===== src/rtl/pipe_add_sub.sv =====
// Chunked carry-pipelined adder/subtractor with valid/ready flow control.
// Operands are skewed forward so every bit of one beat leaves together.
module pipe_add_sub #(
    parameter int WIDTH = 16,
    parameter int CHUNK = 4,
    parameter int SAT   = 0
) (
    input  logic             clk,
    input  logic             rst,
    input  logic             in_valid,
    output logic             in_ready,
    input  logic [WIDTH-1:0] a,
    input  logic [WIDTH-1:0] b,
    input  logic             m,
    output logic             out_valid,
    input  logic             out_ready,
    output logic [WIDTH-1:0] sum,
    output logic             cout,
    output logic             ovf,
    output logic             zero
);
    localparam int STAGES = WIDTH / CHUNK;

    logic adv;

    assign adv      = !out_valid || out_ready;
    assign in_ready = adv;

    genvar k;
    for (k = 0; k < STAGES; k++) begin : g_stage
        localparam int REM  = WIDTH - k * CHUNK;
        localparam int DONE = k * CHUNK;

        logic [REM-1:0]        pa;
        logic [REM-1:0]        pb;
        logic                  pc;
        logic                  pv;
        logic [CHUNK:0]        add;
        logic [DONE+CHUNK-1:0] raw;

        if (k == 0) begin : g_in
            assign pa  = a;
            assign pb  = b ^ {WIDTH{m}};
            assign pc  = m;
            assign pv  = in_valid;
            assign raw = add[CHUNK-1:0];
        end else begin : g_in
            assign pa  = g_stage[k-1].g_mid.q_a;
            assign pb  = g_stage[k-1].g_mid.q_b;
            assign pc  = g_stage[k-1].g_mid.q_c;
            assign pv  = g_stage[k-1].g_mid.q_v;
            assign raw = {add[CHUNK-1:0], g_stage[k-1].g_mid.q_s};
        end

        assign add = {1'b0, pa[CHUNK-1:0]}
                   + {1'b0, pb[CHUNK-1:0]}
                   + {{CHUNK{1'b0}}, pc};

        if (k < STAGES - 1) begin : g_mid
            // Unconsumed operand chunks shift down so chunk k+1 sits at bit 0.
            logic [REM-CHUNK-1:0]  q_a;
            logic [REM-CHUNK-1:0]  q_b;
            logic [DONE+CHUNK-1:0] q_s;
            logic                  q_c;
            logic                  q_v;

            always_ff @(posedge clk or posedge rst) begin
                if (rst) begin
                    q_a <= '0;
                    q_b <= '0;
                    q_s <= '0;
                    q_c <= 1'b0;
                    q_v <= 1'b0;
                end else if (adv) begin
                    q_a <= pa[REM-1:CHUNK];
                    q_b <= pb[REM-1:CHUNK];
                    q_s <= raw;
                    q_c <= add[CHUNK];
                    q_v <= pv;
                end
            end
        end else begin : g_last
            logic             msb_c;
            logic             ov;
            logic [WIDTH-1:0] fin;
            logic [WIDTH-1:0] q_s;
            logic             q_c;
            logic             q_v;
            logic             q_ov;
            logic             q_z;

            assign msb_c = pa[CHUNK-1] ^ pb[CHUNK-1] ^ raw[WIDTH-1];
            assign ov    = msb_c ^ add[CHUNK];

            // Overflow direction follows A's sign: A and B' share it on overflow.
            always_comb begin
                fin = raw;
                if (SAT != 0 && ov) begin
                    if (pa[CHUNK-1])
                        fin = {1'b1, {(WIDTH-1){1'b0}}};
                    else
                        fin = {1'b0, {(WIDTH-1){1'b1}}};
                end
            end

            always_ff @(posedge clk or posedge rst) begin
                if (rst) begin
                    q_s  <= '0;
                    q_c  <= 1'b0;
                    q_v  <= 1'b0;
                    q_ov <= 1'b0;
                    q_z  <= 1'b0;
                end else if (adv) begin
                    q_s  <= fin;
                    q_c  <= add[CHUNK];
                    q_v  <= pv;
                    q_ov <= ov;
                    q_z  <= (fin == '0);
                end
            end
        end
    end

    assign out_valid = g_stage[STAGES-1].g_last.q_v;
    assign sum       = g_stage[STAGES-1].g_last.q_s;
    assign cout      = g_stage[STAGES-1].g_last.q_c;
    assign ovf       = g_stage[STAGES-1].g_last.q_ov;
    assign zero      = g_stage[STAGES-1].g_last.q_z;

endmodule


===== config.mk =====
export PLATFORM = sky130hd
export DESIGN_NAME = pipe_add_sub
export DESIGN_NICKNAME = d
export VERILOG_FILES = /design/src/rtl/pipe_add_sub.sv
export SDC_FILE = /design/constraint.sdc
export NUM_CORES = 1
export LEC_CHECK = 0
export ABC_AREA = 0
export CAP_MARGIN = 10
export CORE_UTILIZATION = 45
export CTS_BUF_LIST = sky130_fd_sc_hd__clkbuf_8
export CTS_CLUSTER_DIAMETER = 30
export CTS_CLUSTER_SIZE = 25
export DETAILED_ROUTE_END_ITERATION = 7
export PLACE_DENSITY = 0.7
export SKIP_LAST_GASP = 1
export SYNTH_ARGS = -nofsm -noshare
export SYNTH_HDL_FRONTEND = slang
export SYNTH_SLANG_ARGS = --single-unit

===== constraint.sdc =====
create_clock -name clk -period 3.1 [get_ports clk]
set_input_delay 0.62 -clock clk [delete_from_list [all_inputs] [get_ports clk]]
set_output_delay 0.62 -clock clk [all_outputs]
set_load 0.01 [all_outputs]

After elaboration in Yosys (flattened, before gate mapping)
Cells that the tools add are included.
- input bits: 37
- word-level logic and storage cells: 35
- register bits: 98
- bitwise operators: 4
- add/subtract/negate cells: 8
- reduce and logical (&&, ||, !) cells: 3
- operators with widths (operator ; number):
    $add A4 B4 Y5 ; 4
    $add A5 B1 Y5 ; 4
    $logic_not A16 Y1 ; 1
    $xor A16 B16 Y16 ; 1
    $xor A1 B1 Y1 ; 3
    $logic_not A1 Y1 ; 1
    $logic_or A1 B1 Y1 ; 1

Longest topological paths before layout
Gate-level depths: netlist of run 1.
- word-level depth: 4
- gate-level depth with buffers: 8
- depth with buffers taken out: 6

Least setup slack after synthesis of run 1
No wires, ideal clock.
- path type: input -> register
- from: in m
- to: reg g_stage[0].g_mid.q_s[3]
- library setup time: 125 ps
- cell stages on the path: 8
- slack: 848 ps
- arrival: 2127 ps
- path buffers: 2
- cells stage by stage: buf_6 buf_2 xor2_1 ha_1 a21o_1 a31oi_4 xnor2_1 mux2_4
- word-level cells in the longest chain between the ends: 3
- ends and longest elaborated chain (item ; RTL line ; source):
    from (decl) ; 14 ; input logic m,
    $xor A16 B16 Y16 ; 43 ; assign pb = b ^ {WIDTH{m}};
    $add A4 B4 Y5 ; 56 ; + {1'b0, pb[CHUNK-1:0]}
    $add A5 B1 Y5 (*) ; 57 ; + {{CHUNK{1'b0}}, pc};
    to (signal assigned) ; 77 ; q_s <= raw;
    to (decl) ; 63 ; logic [DONE+CHUNK-1:0] q_s;
Every way passes the cells marked *; elsewhere a longest branch is shown, timed or not.
A chain may end at the register's enable or synchronous reset.

Worst setup path after layout of run 1
- from: in out_ready
- to: out in_ready
- word-level cells in the longest chain between the ends: 1
- ends and longest elaborated chain (item ; RTL line ; source):
    from (decl) ; 16 ; input logic out_ready,
    $logic_or A1 B1 Y1 ; 26 ; assign adv = !out_valid || out_ready;
    to (decl) ; 11 ; output logic in_ready,
Every way passes these cells.

==> results.ini, run 1 <==
[setup_path]
r2r_start = g_stage[2].g_mid.q_a[0]
cp.required_ns = 2.48
critical_path_class = input pin to output pin
crit_chain = clkdlybuf4s50_1, nor2b_4, inv_2, clkdlybuf4s50_1
slowest_stage = clkdlybuf4s50_1
rrSetupSlack_ns = 0.99
critPathMaxStageDelay_ns = 0.54
crit_end = in_ready
cp_max_fo = 3
cp_common_cell = clkdlybuf4s50_1
startpoint_type = input pin
arrival_ns = 1.81
end_kind = output pin
worstSetupStartpoint = out_ready
reg2reg_to = ovf
rr_worst_depth = 6

[drt]
drc = 0
vias_per_cell = 4.71
ant_nets = 0
wl_um = 7760
dr_total_vias = 3016
first_iter_violations = 110
wl_per_cell_um = 12.1
dr.pass1.iters = 4

[yosys]
synth_edf_count = 0
synth_adder_area_share_pct = 6.76
syn-num-nets = 511
synth_top_family_by_area = simple AND/OR/NAND/NOR gates
ys_warn_count = 0
synth_compound_area_share_pct = 6.03
synth-seq-area-share_pct = 57.1
synth_mux_area_share_pct = 0.962
synth.distinct_cells = 24
synth_ff_type = dfrtp_1
synth_simple_gate_area_share_pct = 21.2
syn_inst = 455
synth_area_um2 = 4290
synth-seq-cells = 98
syn_area_per_cell_um2 = 9.43
synthXorXnorAreaFrac_pct = 4.90
async_reset_ff_share_pct = 100

[floorplan]
die_h_um = 99.7
start_util_pct = 46.4
core_um2 = 9240
num_rows = 35
io_pins = 58
die_w_um = 99.7
dieArea_um2 = 9930

[timing]
finalSetupTns_ns = 0
final_hold_viol_count = 0
finalCriticalPeriod_ns = 2.43
rsz0062_at_grt = no
fin_hold_ws_ns = 0.467
slew_headroom_pct = 35.1
tightest_slew_ns = 0.974
final-setup-viol-count = 0
period_share_pct = 78.2
final.setup_skew_ns = 0.00894
max_freq_mhz = 412
slew_viol_final = 0

[worst_hold_path]
worst_hold_path_type = flip-flop to flip-flop

[grt]
grt_pass1_vias = 3028
grt_max_degree = 107
antenna_found_initial = 0
groute.usage.overall_pct = 17.8
grt_overflow = 0
grt_pass1_wl_um = 13800

[cts]
cts_buffer_depth = 2
cts.repair.resized = 0
clkTransAtPathRegs_ns = 0.09
hold_buffers = 0
cts_tree = built
htreeDepth = 3
clockRootBuffer = clkbuf_8
worstSkewPairLatency_ns = 0.35
cts-buffers-inserted = 9
post_cts_buffers = 0
cts_sinks = 98

[placed_design]
portBuffers = 57
routabilityCongestion = 0.772
hpwl_um = 5420
place_area_um2 = 5010

[finish]
final_cell_mix = nand2_1 (224), dfrtp_1 (98), clkdlybuf4s50_1 (57)
drive_above_1_share_pct = 5.27
stdcell_area_um2 = 5170
mostFrequentLayoutCell = nand2_1
fin_util_pct = 56.0
diodes = 0
syn_to_final_growth_pct = 20.5
layout.nets = 563

[job]
drv_cap = 0

[power]
finalPower_mw = 4.73
pwr_density_cell_nw_per_um2 = 914
irDropWorstVdd_v = 0.000467
leakagePower_nw = 2.55

[outcome]
outcome = complete, no violations

## critical path, delay by kind of cell
family        cells  cell delay (ns)
buf+inv           3             1.14
simple gates      1             0.05
## flip-flops by register name, indices dropped and copies added, names as in the netlist
signal and count:
g_stage.g_mid.q_v 3, g_stage.g_mid.q_a 24, g_stage.g_mid.q_c 3, cout 1, g_stage.g_mid.q_b 24, ovf 1
g_stage.g_mid.q_s 24, zero 1, out_valid 1, sum 16
## per-stage QoR
stage               setup slack (ns)  instances
detailed placement             0.484        625
CTS                            0.661        641
global route                   0.631        641
floorplan                      0.848        455
global placement               0.513        625
finish                         0.675        641
## synth_stat cells (7+ instances only)
master | n | share of area [%]
xnor2_1 | 19 | 3.9
ha_1 | 12 | 3.5
clkbuf_1 | 13 | 1.1
o21ai_0 | 23 | 2.7
dfrtp_1 | 98 | 57
buf_2 | 9 | 1.0
a21o_1 | 7 | 1.2
nand2_1 | 224 | 20
nor2_1 | 7 | 0.61
a21oi_1 | 11 | 1.3
fa_1 | 7 | 3.3
## layer usage
layer | vias up | part of all wire (%) | global-route usage, %
li1 | 1527 | - | -
met1 | 1419 | 48 | 24.1
met2 | 55 | 46 | 28.2
met3 | 15 | 2.6 | 2.60
met4 | 0 | 3.1 | 9.16
met5 | - | 0 | 0
## report_power, final
| part | internal [mW] | switching, mW |
|---|---|---|
| registers | 1.84 | 0.344 |
| clock network | 0.301 | 0.402 |
| logic | 0.869 | 0.969 |
## worst min-delay path by stage
stage,start,end,slack (ns),cells past startpoint
3_3_place_gp,g_stage[2].g_mid.q_v,g_stage[2].g_mid.q_v,0.44,2
4_1_cts,g_stage[2].g_mid.q_v,out_valid,0.46,1
6_report,g_stage[2].g_mid.q_v,out_valid,0.47,1
2_1_floorplan,g_stage[2].g_mid.q_v,g_stage[2].g_mid.q_v,0.43,2
5_1_grt,sum[12],sum[12],0.49,2
3_5_place_dp,g_stage[2].g_mid.q_v,out_valid,0.44,1
## final cells by class
cell class              instances  area [um^2]
clock buffers                  10          138
multi-input cells             328         1720
inverters                       6         26.3
repair buffers                 64          648
clock inverters                 6         26.3
well taps                     129          161
flip-flops and latches         98         2450
fillers                       855         4070
## kinds of logic after synthesis
group,count (synthesis)
simple gates,238
flops,98
compound gates,44
buf+inv,29
xor+xnor,24
fa+ha+maj,19
mux,3
(Power assumes the default switching activity.)
==> run 2: changes to the inputs <==
==> constraint.sdc (replaced) <==
create_clock -name clk -period 1.9 [get_ports clk]
set_input_delay 0.38 -clock clk [delete_from_list [all_inputs] [get_ports clk]]
set_output_delay 0.38 -clock clk [all_outputs]
set_load 0.01 [all_outputs]
==> run 2 against run 1 <==
  * Die area is the same
  * Combinational power grew 76%
  * Power grew 83%
  * Flip-flop and latch count is the same
  * Non-clock buffer count grew 12
==> results.ini, run 2 (synthesis results as in run 1) <==
[finish]
syn_to_final_growth_pct = 26.5
layout.nets = 575
mostFrequentLayoutCell = nand2_1
diodes = 0
largest_registers = g_stage.g_mid.q_a: 24 flops, g_stage.g_mid.q_b: 24 flops, g_stage.g_mid.q_s: 24 flops
fin_util_pct = 58.8
drive_above_1_share_pct = 8.97
final_cells = 653
final_cell_mix = nand2_1 (224), dfrtp_1 (98), clkdlybuf4s50_1 (56)
nFillCells = 839

[worst_hold_path]
worst_hold_path_type = input pin to async pin

[floorplan]
start_util_pct = 46.4
num_rows = 35
core_um2 = 9240
io_pins = 58
die_w_um = 99.7
die_h_um = 99.7
dieArea_um2 = 9930

[setup_path]
cp.required_ns = 2.17
cp_common_cell = fa_2
critical_path_class = flip-flop to flip-flop
startpoint_type = flip-flop
end_kind = flip-flop
crit_chain = fa_2, fa_2, buf_4, xnor2_1, nand2_1, o31ai_2
arrival_ns = 2.15
critPathMaxStageDelay_ns = 0.42
cp_max_fo = 2
slowest_stage = fa_2

[placed_design]
hpwl_um = 5700
routabilityCongestion = 0.812
place_inst = 635
portBuffers = 57

[timing]
period_share_pct = 99.0
tightest_slew_ns = 0.445
final-setup-viol-count = 0
rsz0062_at_grt = yes
max_freq_mhz = 532
slew_viol_final = 0
finalCriticalPeriod_ns = 1.88
final.setup_skew_ns = 0.0110
fin_hold_ws_ns = 0.433
final_hold_viol_count = 0
slew_headroom_pct = 70.0

[outcome]
outcome = complete, no violations

[drt]
dr.pass1.iters = 4
wl_per_cell_um = 12.2
vias_per_cell = 4.76
wl_um = 7980
drc = 0
ant_nets = 0
first_iter_violations = 73
dr_total_vias = 3107

[grt]
antenna_found_initial = 0
groute.usage.overall_pct = 17.6
grt_pass1_vias = 3023
grt_pass1_wl_um = 13600
grt_overflow = 0
grt_max_degree = 81

[power]
p_clk_share_pct = 21.4
finalPower_mw = 8.66
p_sw_share_pct = 33.9
p_int_mw = 5.72
pwr-share-comb_pct = 37.4
pwr_density_cell_nw_per_um2 = 1590
leakagePower_nw = 2.67
p_switching_mw = 2.93
irDropWorstVdd_v = 0.000516
p_seq_share_pct = 41.1

[cts]
clockRootBuffer = clkbuf_8
cts_buffer_depth = 2
cts_tree = built
worstSkewPairLatency_ns = 0.37
cts-buffers-inserted = 9
cts_sinks = 98
clkTransAtPathRegs_ns = 0.09
htreeDepth = 3

[job]
drv_cap = 0

-- run 2: layout make-up --
cell class                 instances  area [um^2]  area share [%]
multi-input combinational        328         1740            32.0
tap                              129          161            2.97
clock inverter                     7          164            3.02
clock buffer                       9          124            2.28
timing repair buffer              76          762            14.0
sequential                        98         2450            45.2
inverter                           6         26.3           0.484
-- run 2: worst max-delay path: cells and delay by family, from the launching register on --
kind,cells,cell delay [ns]
and+or+nand+nor,1,0.10
xor gates and xnor gates,1,0.12
buffers and inverters,1,0.14
DFF,1,0.41
AOI/OAI and AO/OA,1,0.26
adders and majority gates,2,0.77
-- run 2: worst paths after layout --
kind                                          from                      end  slack (ns)  cells past startpoint
setup / recovery              g_stage[2].g_mid.q_c                     zero        0.02                      6
hold / removal                                 rst                   sum[6]        0.43                      3
setup reg to reg              g_stage[2].g_mid.q_c                     zero        0.02                      6
hold reg to reg            g_stage[0].g_mid.q_a[5]  g_stage[0].g_mid.q_a[5]        0.47                      2
max in group asynchronous                      rst     g_stage[0].g_mid.q_c        1.15                      3
min in group clk           g_stage[0].g_mid.q_a[5]  g_stage[0].g_mid.q_a[5]        0.47                      2
-- run 2: metrics by stage --
stage | setup TNS, ns | worst slack, ns | area, um^2
finish | 0 | 0.0195 | 5430
global route | -0.155 | -0.0817 | 5430
CTS | -0.0546 | -0.0546 | 5400
detailed placement | -1.06 | -0.324 | 5110
global placement | -0.806 | -0.285 | 5110
floorplan | -0.0166 | -0.0166 | 4320
-- run 2: power by group through the flow --
| stage | sequential, mW | combinational [mW] | clock [mW] |
|---|---|---|---|
| 2_1_floorplan | 3.57 | 2.03 | 0 |
| 3_3_place_gp | 3.57 | 3.11 | 0 |
| 3_5_place_dp | 3.61 | 3.20 | 0 |
| 4_1_cts | 3.57 | 3.22 | 1.90 |
| 5_1_grt | 3.69 | 3.67 | 1.98 |
| 6_report | 3.56 | 3.24 | 1.86 |
-- run 2: layer usage --
layer / GRT usage [%] / up-vias / routed length (um)
met2: 30.2 / 55 / 3970
met3: 3.58 / 13 / 222
met5: 0 / - / 0
met4: 7.81 / 0 / 184
li1: - / 1555 / -
met1: 21.6 / 1484 / 3610
-- run 2: what timing repair did --
item,in CTS,in global routing
resized for setup,2,3
pin swaps,1,3
hold buffers,0,0
setup endpoints to repair,3,2
buffers inserted,0,2
